**src/rtl/dspi_pkg.sv**
```systemverilog
// Shared definitions for the dual-SPI slave receive path.
//   BITS_PER_EDGE  : data bits captured on each SCLK rising edge
//   EDGES_PER_BYTE : SCLK rising edges that make one byte
//   dspi_state_e   : receive FSM states
//   dspi_entry_t   : stored byte layout {first, data[7:0]}
package dspi_pkg;

  localparam int BITS_PER_EDGE  = 2;
  localparam int EDGES_PER_BYTE = 4;
  localparam int CNT_W          = $clog2(EDGES_PER_BYTE);
  localparam int SH_W           = 8 - BITS_PER_EDGE;
  localparam int ENTRY_W        = 9;

  typedef enum logic {
    ST_IDLE   = 1'b0,
    ST_ACTIVE = 1'b1
  } dspi_state_e;

  typedef struct packed {
    logic       first;
    logic [7:0] data;
  } dspi_entry_t;

endpackage

```
**src/rtl/dspi_rx_fifo.sv**
```systemverilog
// Synchronous byte FIFO for the dual-SPI receive path.
// Parameters: DEPTH (power of two, >= 2), WIDTH (entry width).
// Ports:
//   clk, reset (async, active-low)
//   push/push_data : write one entry (caller never pushes when full without popping)
//   pop            : discard head entry (caller never pops when empty)
//   pop_data       : current head entry, valid whenever empty=0
//   full, empty    : occupancy flags
module dspi_rx_fifo #(
  parameter int DEPTH = 4,
  parameter int WIDTH = 9
) (
  input  logic             clk,
  input  logic             reset,
  input  logic             push,
  input  logic [WIDTH-1:0] push_data,
  input  logic             pop,
  output logic [WIDTH-1:0] pop_data,
  output logic             full,
  output logic             empty
);

  localparam int AW = $clog2(DEPTH);

  logic [WIDTH-1:0] mem [DEPTH];
  logic [AW-1:0]    wr_ptr;
  logic [AW-1:0]    rd_ptr;
  logic [AW:0]      count;

  always_ff @(posedge clk or negedge reset) begin
    if (!reset) begin
      for (int i = 0; i < DEPTH; i++) mem[i] <= '0;
      wr_ptr <= '0;
      rd_ptr <= '0;
      count  <= '0;
    end else begin
      // When full, a simultaneous push lands in the slot the pop frees.
      if (push) begin
        mem[wr_ptr] <= push_data;
        wr_ptr      <= wr_ptr + 1'b1;
      end
      if (pop) rd_ptr <= rd_ptr + 1'b1;
      case ({push, pop})
        2'b10:   count <= count + 1'b1;
        2'b01:   count <= count - 1'b1;
        default: count <= count;
      endcase
    end
  end

  assign pop_data = mem[rd_ptr];
  assign full     = (count == (AW+1)'(DEPTH));
  assign empty    = (count == '0);

endmodule

```
**src/rtl/dspi_slave_rx.sv**
```systemverilog
// Dual-SPI (2 data lines) slave receive engine.
// Oversamples io_sclk/io_ss/io_qd_read, captures 2 bits per SCLK rise (MSB
// first) and delivers bytes on a valid/ready stream tagged first-of-frame.
// Build option: define DSPI_RX_FIFO_EN to store bytes in a FIFO_DEPTH-entry
// FIFO; otherwise a single holding register is used.
// Ports:
//   clk, reset (async, active-low)
//   io_sclk, io_ss, io_qd_read[1:0] : asynchronous SPI pins
//   rx_data[7:0], rx_first, rx_valid, rx_ready : byte stream
//   frame_end    : one-cycle pulse when the frame closes
//   overflow     : sticky, a completed byte was dropped
//   overflow_clr : clears overflow
//
// state     | meaning
// ST_IDLE   | ss high, sclk ignored, waiting for ss fall
// ST_ACTIVE | frame open, shifting 2 bits per sclk rise
module dspi_slave_rx
  import dspi_pkg::*;
#(
  parameter int SYNC_STAGES = 2,
  parameter int FIFO_DEPTH  = 4
) (
  input  logic       clk,
  input  logic       reset,
  input  logic       io_sclk,
  input  logic       io_ss,
  input  logic [1:0] io_qd_read,
  output logic [7:0] rx_data,
  output logic       rx_first,
  output logic       rx_valid,
  input  logic       rx_ready,
  output logic       frame_end,
  output logic       overflow,
  input  logic       overflow_clr
);

  if (!(SYNC_STAGES >= 2 && SYNC_STAGES <= 4 && FIFO_DEPTH >= 2 &&
        (FIFO_DEPTH & (FIFO_DEPTH - 1)) == 0)) begin : g_bad_cfg
    $error("dspi_slave_rx: illegal SYNC_STAGES or FIFO_DEPTH");
  end

  localparam logic [CNT_W-1:0] CNT_LAST = CNT_W'(EDGES_PER_BYTE - 1);

  // ---------------------------------------------------------------
  // Synchronisers. qd uses the same depth as sclk so the data seen on
  // the detected edge is the data sampled alongside that edge.
  // ss resets to 0 so a frame already open at reset release is not
  // mistaken for a new one: only a genuine high->low transition counts.
  // ---------------------------------------------------------------
  logic [SYNC_STAGES-1:0]      sclk_sync;
  logic [SYNC_STAGES-1:0]      ss_sync;
  logic [SYNC_STAGES-1:0][1:0] qd_sync;
  logic                        sclk_hist;
  logic                        ss_hist;

  always_ff @(posedge clk or negedge reset) begin
    if (!reset) begin
      sclk_sync <= '0;
      ss_sync   <= '0;
      qd_sync   <= '0;
      sclk_hist <= 1'b0;
      ss_hist   <= 1'b0;
    end else begin
      sclk_sync <= {sclk_sync[SYNC_STAGES-2:0], io_sclk};
      ss_sync   <= {ss_sync[SYNC_STAGES-2:0], io_ss};
      qd_sync   <= {qd_sync[SYNC_STAGES-2:0], io_qd_read};
      sclk_hist <= sclk_sync[SYNC_STAGES-1];
      ss_hist   <= ss_sync[SYNC_STAGES-1];
    end
  end

  logic       sclk_s;
  logic       ss_s;
  logic [1:0] qd_s;
  logic       sclk_rise;
  logic       ss_fall;
  logic       ss_rise;

  assign sclk_s    = sclk_sync[SYNC_STAGES-1];
  assign ss_s      = ss_sync[SYNC_STAGES-1];
  assign qd_s      = qd_sync[SYNC_STAGES-1];
  assign sclk_rise = sclk_s & ~sclk_hist;
  assign ss_fall   = ~ss_s & ss_hist;
  assign ss_rise   = ss_s & ~ss_hist;

  // ---------------------------------------------------------------
  // Receive FSM
  // ---------------------------------------------------------------
  dspi_state_e      state, state_nx;
  logic [CNT_W-1:0] bit_cnt, bit_cnt_nx;
  logic [SH_W-1:0]  shreg, shreg_nx;
  logic             first_pend, first_pend_nx;
  logic             frame_end_nx;
  logic             push;
  dspi_entry_t      push_entry;

  always_ff @(posedge clk or negedge reset) begin
    if (!reset) begin
      state      <= ST_IDLE;
      bit_cnt    <= '0;
      shreg      <= '0;
      first_pend <= 1'b0;
      frame_end  <= 1'b0;
    end else begin
      state      <= state_nx;
      bit_cnt    <= bit_cnt_nx;
      shreg      <= shreg_nx;
      first_pend <= first_pend_nx;
      frame_end  <= frame_end_nx;
    end
  end

  always_comb begin
    state_nx      = state;
    bit_cnt_nx    = bit_cnt;
    shreg_nx      = shreg;
    first_pend_nx = first_pend;
    frame_end_nx  = 1'b0;
    push          = 1'b0;
    push_entry    = '0;
    case (state)
      ST_IDLE: begin
        if (ss_fall) begin
          state_nx      = ST_ACTIVE;
          bit_cnt_nx    = '0;
          first_pend_nx = 1'b1;
        end
      end
      ST_ACTIVE: begin
        // ss rise wins over a coincident sclk rise; a partial byte is dropped.
        if (ss_rise) begin
          state_nx     = ST_IDLE;
          bit_cnt_nx   = '0;
          frame_end_nx = 1'b1;
        end else if (sclk_rise) begin
          shreg_nx   = {shreg[SH_W-BITS_PER_EDGE-1:0], qd_s};
          bit_cnt_nx = bit_cnt + 1'b1;
          if (bit_cnt == CNT_LAST) begin
            push             = 1'b1;
            push_entry.first = first_pend;
            push_entry.data  = {shreg, qd_s};
            first_pend_nx    = 1'b0;
          end
        end
      end
      default: state_nx = ST_IDLE;
    endcase
  end

  // ---------------------------------------------------------------
  // Byte storage
  // ---------------------------------------------------------------
  logic pop;
  logic full;
  logic push_ok;
  logic ovf_set;

  assign pop     = rx_valid & rx_ready;
  assign push_ok = push & (~full | pop);
  assign ovf_set = push & full & ~pop;

`ifdef DSPI_RX_FIFO_EN
  dspi_entry_t head;
  logic        fifo_empty;

  dspi_rx_fifo #(
    .DEPTH (FIFO_DEPTH),
    .WIDTH (ENTRY_W)
  ) u_fifo (
    .clk       (clk),
    .reset     (reset),
    .push      (push_ok),
    .push_data (push_entry),
    .pop       (pop),
    .pop_data  (head),
    .full      (full),
    .empty     (fifo_empty)
  );

  assign rx_valid = ~fifo_empty;
  assign rx_data  = head.data;
  assign rx_first = head.first;
`else
  dspi_entry_t hold;
  logic        hold_valid;

  always_ff @(posedge clk or negedge reset) begin
    if (!reset) begin
      hold       <= '0;
      hold_valid <= 1'b0;
    end else if (push_ok) begin
      hold       <= push_entry;
      hold_valid <= 1'b1;
    end else if (pop) begin
      hold_valid <= 1'b0;
    end
  end

  assign full     = hold_valid;
  assign rx_valid = hold_valid;
  assign rx_data  = hold.data;
  assign rx_first = hold.first;
`endif

  // A new drop takes precedence over a clear in the same cycle.
  always_ff @(posedge clk or negedge reset) begin
    if (!reset)            overflow <= 1'b0;
    else if (ovf_set)      overflow <= 1'b1;
    else if (overflow_clr) overflow <= 1'b0;
  end

endmodule

```
**config.mk**
```make
export PLATFORM = sky130hd
export DESIGN_NAME = dspi_slave_rx
export DESIGN_NICKNAME = d
export VERILOG_FILES = /design/src/rtl/dspi_pkg.sv /design/src/rtl/dspi_rx_fifo.sv /design/src/rtl/dspi_slave_rx.sv
export SDC_FILE = /design/constraint.sdc
export NUM_CORES = 1
export LEC_CHECK = 0
export ABC_AREA = 1
export BUFFER_PORTS_ARGS = -buffer_cell sky130_fd_sc_hd__clkbuf_2
export CORE_MARGIN = 5
export CORE_UTILIZATION = 40
export CTS_CLUSTER_SIZE = 14
export DETAILED_ROUTE_END_ITERATION = 10
export HOLD_SLACK_MARGIN = 0.05
export PLACE_DENSITY = 0.56
export SYNTH_ARGS = -nofsm -noshare
export SYNTH_HDL_FRONTEND = slang
export SYNTH_SLANG_ARGS = --single-unit
```
**constraint.sdc**
```tcl
create_clock -name clk -period 1.3 [get_ports clk]
set_clock_uncertainty 0.05 [all_clocks]
set_input_delay 0.13 -clock clk [delete_from_list [all_inputs] [get_ports clk]]
set_output_delay 0.13 -clock clk [all_outputs]
set_load 0.01 [all_outputs]
```
### Word level (Yosys, flattened, before mapping)

Cells that the tools add are included.

* bits in latches: 0
* memory bits (writable): 0
* memory bits (read-only): 0
* memories kept: 0
* logic and storage cells: 68
* flip-flop bits (word level): 32

* shift operators: 0
* $mul: 0
* $lt $le $gt $ge: 0
* add/sub/neg operators: 1
* bitwise gates (word level): 15
* div/mod/pow operators: 0
* mux-type cells: 26
* reductions and logical operators: 5
* eq/ne operators: 6

Operators by type and width (count)
* $mux W9: 4
* $mux W1: 16
* $and A1 B1 Y1: 7
* $not A1 Y1: 7
* $mux W2: 3
* $ne A2 B2 Y1 const B: 3
* $pmux W1 S2: 2
* $pmux W2 S2: 1
* $reduce_and A4 Y1: 1
* $reduce_bool A2 Y1: 2
* $ne A3 B3 Y1 const B: 1
* $reduce_and A3 Y1: 1
* $add A2 B1 Y2 const B: 1
* $eq A2 B2 Y1 const B: 1
* $ne A2 B1 Y1 const B: 1
* $reduce_and A2 Y1: 1
* $or A1 B1 Y1: 1

### Longest topological paths before layout

* depth in word-level cells: 8
* depth in mapped cells: 6

### Least setup slack after synthesis

Ideal clock, no wire load.

* path kind: register to register
* start point: reg bit_cnt[0]
* end point: reg hold, in the netlist rx_data[0]
* library setup time: 0.117 ns
* arrival time: 0.936 ns
* cell stages (with the launch flop): 6
* path slack: 0.198 ns
* cell sequence: dfrtp_1 -> ha_1 -> a21boi_2 -> nand3_4 -> nand2_1 -> nand2_1

* longest elaborated chain between the ends: 6
* elaborated cells between the ends (all ways): 10
* classes of those cells: eq/ne (1); mux (8); bitwise (1)

RTL lines
* start: declaration: RTL line dspi_slave_rx.sv:90 `logic [CNT_W-1:0] bit_cnt, bit_cnt_nx;`
* start signal: assignment: RTL line dspi_slave_rx.sv:106 `bit_cnt <= bit_cnt_nx;`
* $eq A2 B2 Y1 (*): RTL line dspi_slave_rx.sv:138 `if (bit_cnt == CNT_LAST) begin`
* $mux W1: RTL line dspi_slave_rx.sv:138
* $mux W1: RTL line dspi_slave_rx.sv:135 `end else if (sclk_rise) begin`
* $mux W1: RTL line dspi_slave_rx.sv:131 `if (ss_rise) begin`
* $mux W1: RTL line dspi_slave_rx.sv:121 `case (state)`
* $and A1 B1 Y1: RTL line dspi_slave_rx.sv:159 `assign push_ok = push & (~full | pop);`
* end signal: assignment: RTL line dspi_slave_rx.sv:192 `hold <= push_entry;`
* end: declaration: RTL line dspi_slave_rx.sv:184 `dspi_entry_t hold;`

Mark *: on every way between the ends. The rest lies on a longest branch, timed or not.
A chain may end at the register's enable or synchronous reset.

### Worst setup path in the final report

* start point: reg bit_cnt[0]
* end point: reg hold, in the netlist rx_data[3]

The elaborated chain is that of the path after synthesis.

==> flow_results.org <==
** Run status
- Status :: finished, final reports clean

** Min path
- In this run the worst hold path is classified as in2async.

** Die
- Die height :: 65.1 um
- Count of boundary I/O pins :: 20
- Starting Density :: 40.8%
- From left edge to right edge, the die measures 65.1 um.
- Core region area :: 2980 um^2
- The floorplan step defined a die boundary enclosing 4240 um^2.
- Site row count :: 20

** Yosys
- Synthesis instantiated 17 different standard cells from the library.
- Synthesis Warnings :: 0
- The synthesized netlist devotes 2.98% of its cell area to compound gates.
- Sequential elements use 65.8% of the synthesized area.
- The synthesized netlist devotes 0% of its cell area to XOR and XNOR gates.
- Mapped Cells :: 113
- When the netlist entered floorplanning its net count stood at 122.
- The synthesized netlist devotes 1.03% of its cell area to adder and majority cells.
- After synthesis the netlist holds a flip-flop and latch count of 32.
- Of the total synthesized cell area, the portion taken by AND, OR, NAND and NOR gates is 27.0%.
- Synthesized area per cell :: 10.8 um^2
- Synthesized area :: 1220 um^2
- Main combinational cell family by area after synthesis :: simple AND/OR/NAND/NOR gates
- Measured against the total synthesized area, the mux share comes to 0%.

** Detailed routing
- After detailed routing, the average wire length per cell comes to 11.4 um.
- DRC :: 0
- Remaining antenna violation count :: 0
- Detailed routing placed a total of 938 um of wire on met2.
- The detailed router used layers up to and including met4.
- 1st-pass router iterations :: 4
- Detailed-routed wire length on met3 :: 137 um
- Via count of the routed design :: 832
- Total Wirelength :: 2060 um
- The detailed router put a total of 937 um of wire on met1.
- In the routed layout, each cell is associated on average with a via count of 4.60.
- Violation count after the first detailed-routing iteration :: 35

** Worst setup path
- Data on the critical path is required at its endpoint by 1.48 ns.
- Of all nets on the critical path, the largest fanout is 10.
- Register-to-register setup slack :: 0.1 ns
- Data arrival time of the critical path :: 1.38 ns
- Capture point of the worst reg-to-reg path :: rx_data[3]
- STA classifies the critical path endpoint as a register.
- Type of element launching the critical path :: register
- The startpoint identified for the worst register-to-register timing path is bit_cnt[0].
- Type of the worst setup path :: reg2reg
- The number of cells on the worst reg-to-reg path is 5.

** Global routing
- After global routing the overflow that remains totals 0.
- First-pass GRT wire length :: 3900 um
- Global routing used 12.2% of the available tracks.
- Antenna violations before repair :: 0
- Entering global routing, the biggest net connects 19 pins.
- Via count of the first global-routing pass :: 897

** Timing
- Max-slew violations :: 0
- Max_slew headroom :: 73.4%
- Derived from the worst setup path, the maximum achievable clock frequency is 831 MHz.
- The worst path in the final design needs a cycle of 1.20 ns, including I/O delays and setup.
- Setup violations remaining at the end of the flow were counted as 0.
- The count of final hold-check violations came to 0.
- The tightest hold path in the finished design has a slack of 0.192 ns.
- Transition at the pin with the smallest max-transition slack :: 0.399 ns
- The worst path uses 92.6% of the clock period.

** Power
- Worst vdd rail ir drop :: 665 uV
- In this run the static leakage power is 0.811 nW.
- Power spread over the standard cell area amounts to 1340 nW/um^2.

** Clock tree
- Total setup buffers inserted after CTS :: 0
- The clock tree synthesis step divided the H-tree into 2 levels.
- Clock tree synthesis found a total of 32 sinks.
- The clock passes through at most 2 buffers.
- In this run, CTS created clock tree buffers numbering 5.
- CTS tree :: yes
- The later pin in the worst-skew pair is clocked with a latency of 0.33 ns.
- Clock transition at the registers of the reported paths :: 0.10 ns
- Clock Root Buffer :: sky130_fd_sc_hd__clkbuf_4

** Place
- The placed instances occupy a cell area of 1380 um^2.
- The congestion estimate from routability-driven global placement came to 0.806.
- Placed insts :: 166
- In this run the tool buffered the top-level ports with 19 buffer cells.
- Summed over all nets, the half-perimeter wirelength after detailed placement is 1490 um.

** Run
- Max-Cap Viols :: 0

** Layout
- After filler insertion, the fill cell instance count of the layout stands at 276.
- Share of post-route cells with drive strength above 1 :: 27.0%
- Count of inserted antenna diode cells :: 0
- For this run, the number of standard cells in the final layout without fillers is 181.
- Summing all multi-input logic gate instances after layout gives 387 um^2.
- In the final layout, flip-flops and latches occupy 801 um^2.
- Post-route standard cell area excluding fillers :: 1510 um^2
- Syn-to-layout area delta :: 24.5%
- Count of nets after finishing :: 156
## registers in the layout (all words and copies together) (netlist names), 2 cells and up
| name | cells |
|---|---|
| qd_s | 2 |
| bit_cnt | 2 |
| shreg | 6 |
| qd_sync | 2 |
| sclk_sync | 2 |
| ss_sync | 2 |
| rx_data | 8 |
## worst max-delay path, cell delays in order, from the launching register on
cell and delay [ns]:
sky130_fd_sc_hd__dfrtp_1 0.39, sky130_fd_sc_hd__ha_2 0.20, sky130_fd_sc_hd__a21boi_4 0.19, sky130_fd_sc_hd__nand3_4 0.14
sky130_fd_sc_hd__nand2_1 0.09, sky130_fd_sc_hd__nand2_1 0.04
## Yosys cell counts
cell	instances	area share [%]
sky130_fd_sc_hd__o21ai_1	2	0.82
sky130_fd_sc_hd__nor2_1	3	0.93
sky130_fd_sc_hd__ha_1	1	1.0
sky130_fd_sc_hd__nand3_4	2	2.9
sky130_fd_sc_hd__dfrtp_1	32	66
sky130_fd_sc_hd__nand2_1	42	13
sky130_fd_sc_hd__nand2_4	1	0.93
sky130_fd_sc_hd__o21ai_0	3	1.2
sky130_fd_sc_hd__nand2_2	2	1.0
sky130_fd_sc_hd__nor2_4	2	1.9
sky130_fd_sc_hd__nor2_8	1	1.6
sky130_fd_sc_hd__inv_2	3	0.93
sky130_fd_sc_hd__nand3_1	9	3.7
sky130_fd_sc_hd__a21boi_2	1	0.93
sky130_fd_sc_hd__inv_1	6	1.9
sky130_fd_sc_hd__buf_2	1	0.41
sky130_fd_sc_hd__nand4_1	2	1.0
## report_power, final
| part | leakage (nW) | internal, mW | total, mW | switching [mW] |
|---|---|---|---|---|
| clock | 0.0326 | 0.267 | 0.584 | 0.317 |
| sequential | 0.409 | 1.12 | 1.21 | 0.0870 |
| combinational | 0.369 | 0.103 | 0.241 | 0.138 |
| total | 0.811 | 1.49 | 2.03 | 0.542 |
## repair_timing
action,CTS,global route
hold buffers,7,0
endpoints found under the setup margin,0,9
gates resized for setup,0,2
hold endpoints to repair,37,0
## kinds of logic (layout without fill, tap and decap cells)
| group | Yosys count | count (layout) |
|---|---|---|
| simple gates | 64 | 64 |
| buf+inv | 10 | 45 |
| fa+ha+maj | 1 | 1 |
| compound gates | 6 | 6 |
| flops | 32 | 32 |
## layer usage
metal	vias up	global-route usage, %
met5	-	0
met4	0	8.55
met3	5	4.10
met2	20	18.3
met1	385	14.8
li1	422	-
## stage by stage
step	total power [mW]	TNS, ns	setup WS (ns)	utilization (%)
floorplan	1.35	0	0.198	-
global placement	1.44	0	0.139	46.2
detailed placement	1.45	0	0.113	46.2
CTS	2.05	0	0.0930	50.5
global route	2.16	-0.0000989	-0.0000989	50.8
finish	2.03	0	0.0961	50.8
## worst max-delay path by stage
stage / start / endpoint / slack [ns]
after floorplan: bit_cnt[0] / rx_data[0] / 0.20
after global placement: bit_cnt[0] / rx_data[2] / 0.14
after detailed placement: bit_cnt[0] / rx_data[7] / 0.11
after CTS: bit_cnt[0] / rx_data[2] / 0.09
after global routing: bit_cnt[0] / rx_data[3] / -0.0001
final: bit_cnt[0] / rx_data[3] / 0.1
## placed cells by master, fill, tap and decap left out
master                          instances
sky130_fd_sc_hd__a21boi_4               1
sky130_fd_sc_hd__buf_12                 1
sky130_fd_sc_hd__buf_4                  1
sky130_fd_sc_hd__clkbuf_1               2
sky130_fd_sc_hd__clkbuf_2              19
sky130_fd_sc_hd__clkbuf_4               5
sky130_fd_sc_hd__clkbuf_8               1
sky130_fd_sc_hd__dfrtp_1               32
sky130_fd_sc_hd__dlygate4sd3_1          7
sky130_fd_sc_hd__ha_2                   1
sky130_fd_sc_hd__inv_1                  6
sky130_fd_sc_hd__inv_2                  3
sky130_fd_sc_hd__nand2_1               42
sky130_fd_sc_hd__nand2_2                2
sky130_fd_sc_hd__nand2_4                1
sky130_fd_sc_hd__nand3_1                9
sky130_fd_sc_hd__nand3_4                2
sky130_fd_sc_hd__nand4_1                2
sky130_fd_sc_hd__nor2_1                 3
sky130_fd_sc_hd__nor2_4                 2
sky130_fd_sc_hd__nor2_8                 1
sky130_fd_sc_hd__o21ai_0                3
sky130_fd_sc_hd__o21ai_1                2
## area by class of cell
type,instances,share of cell area [%]
Clock buffer,8,3.88
Inverter,9,2.23
Multi-Input combinational cell,71,25.5
Sequential cell,32,52.9
Tap cell,33,2.73
Timing Repair Buffer,28,12.7
(Power assumes the default switching activity.)
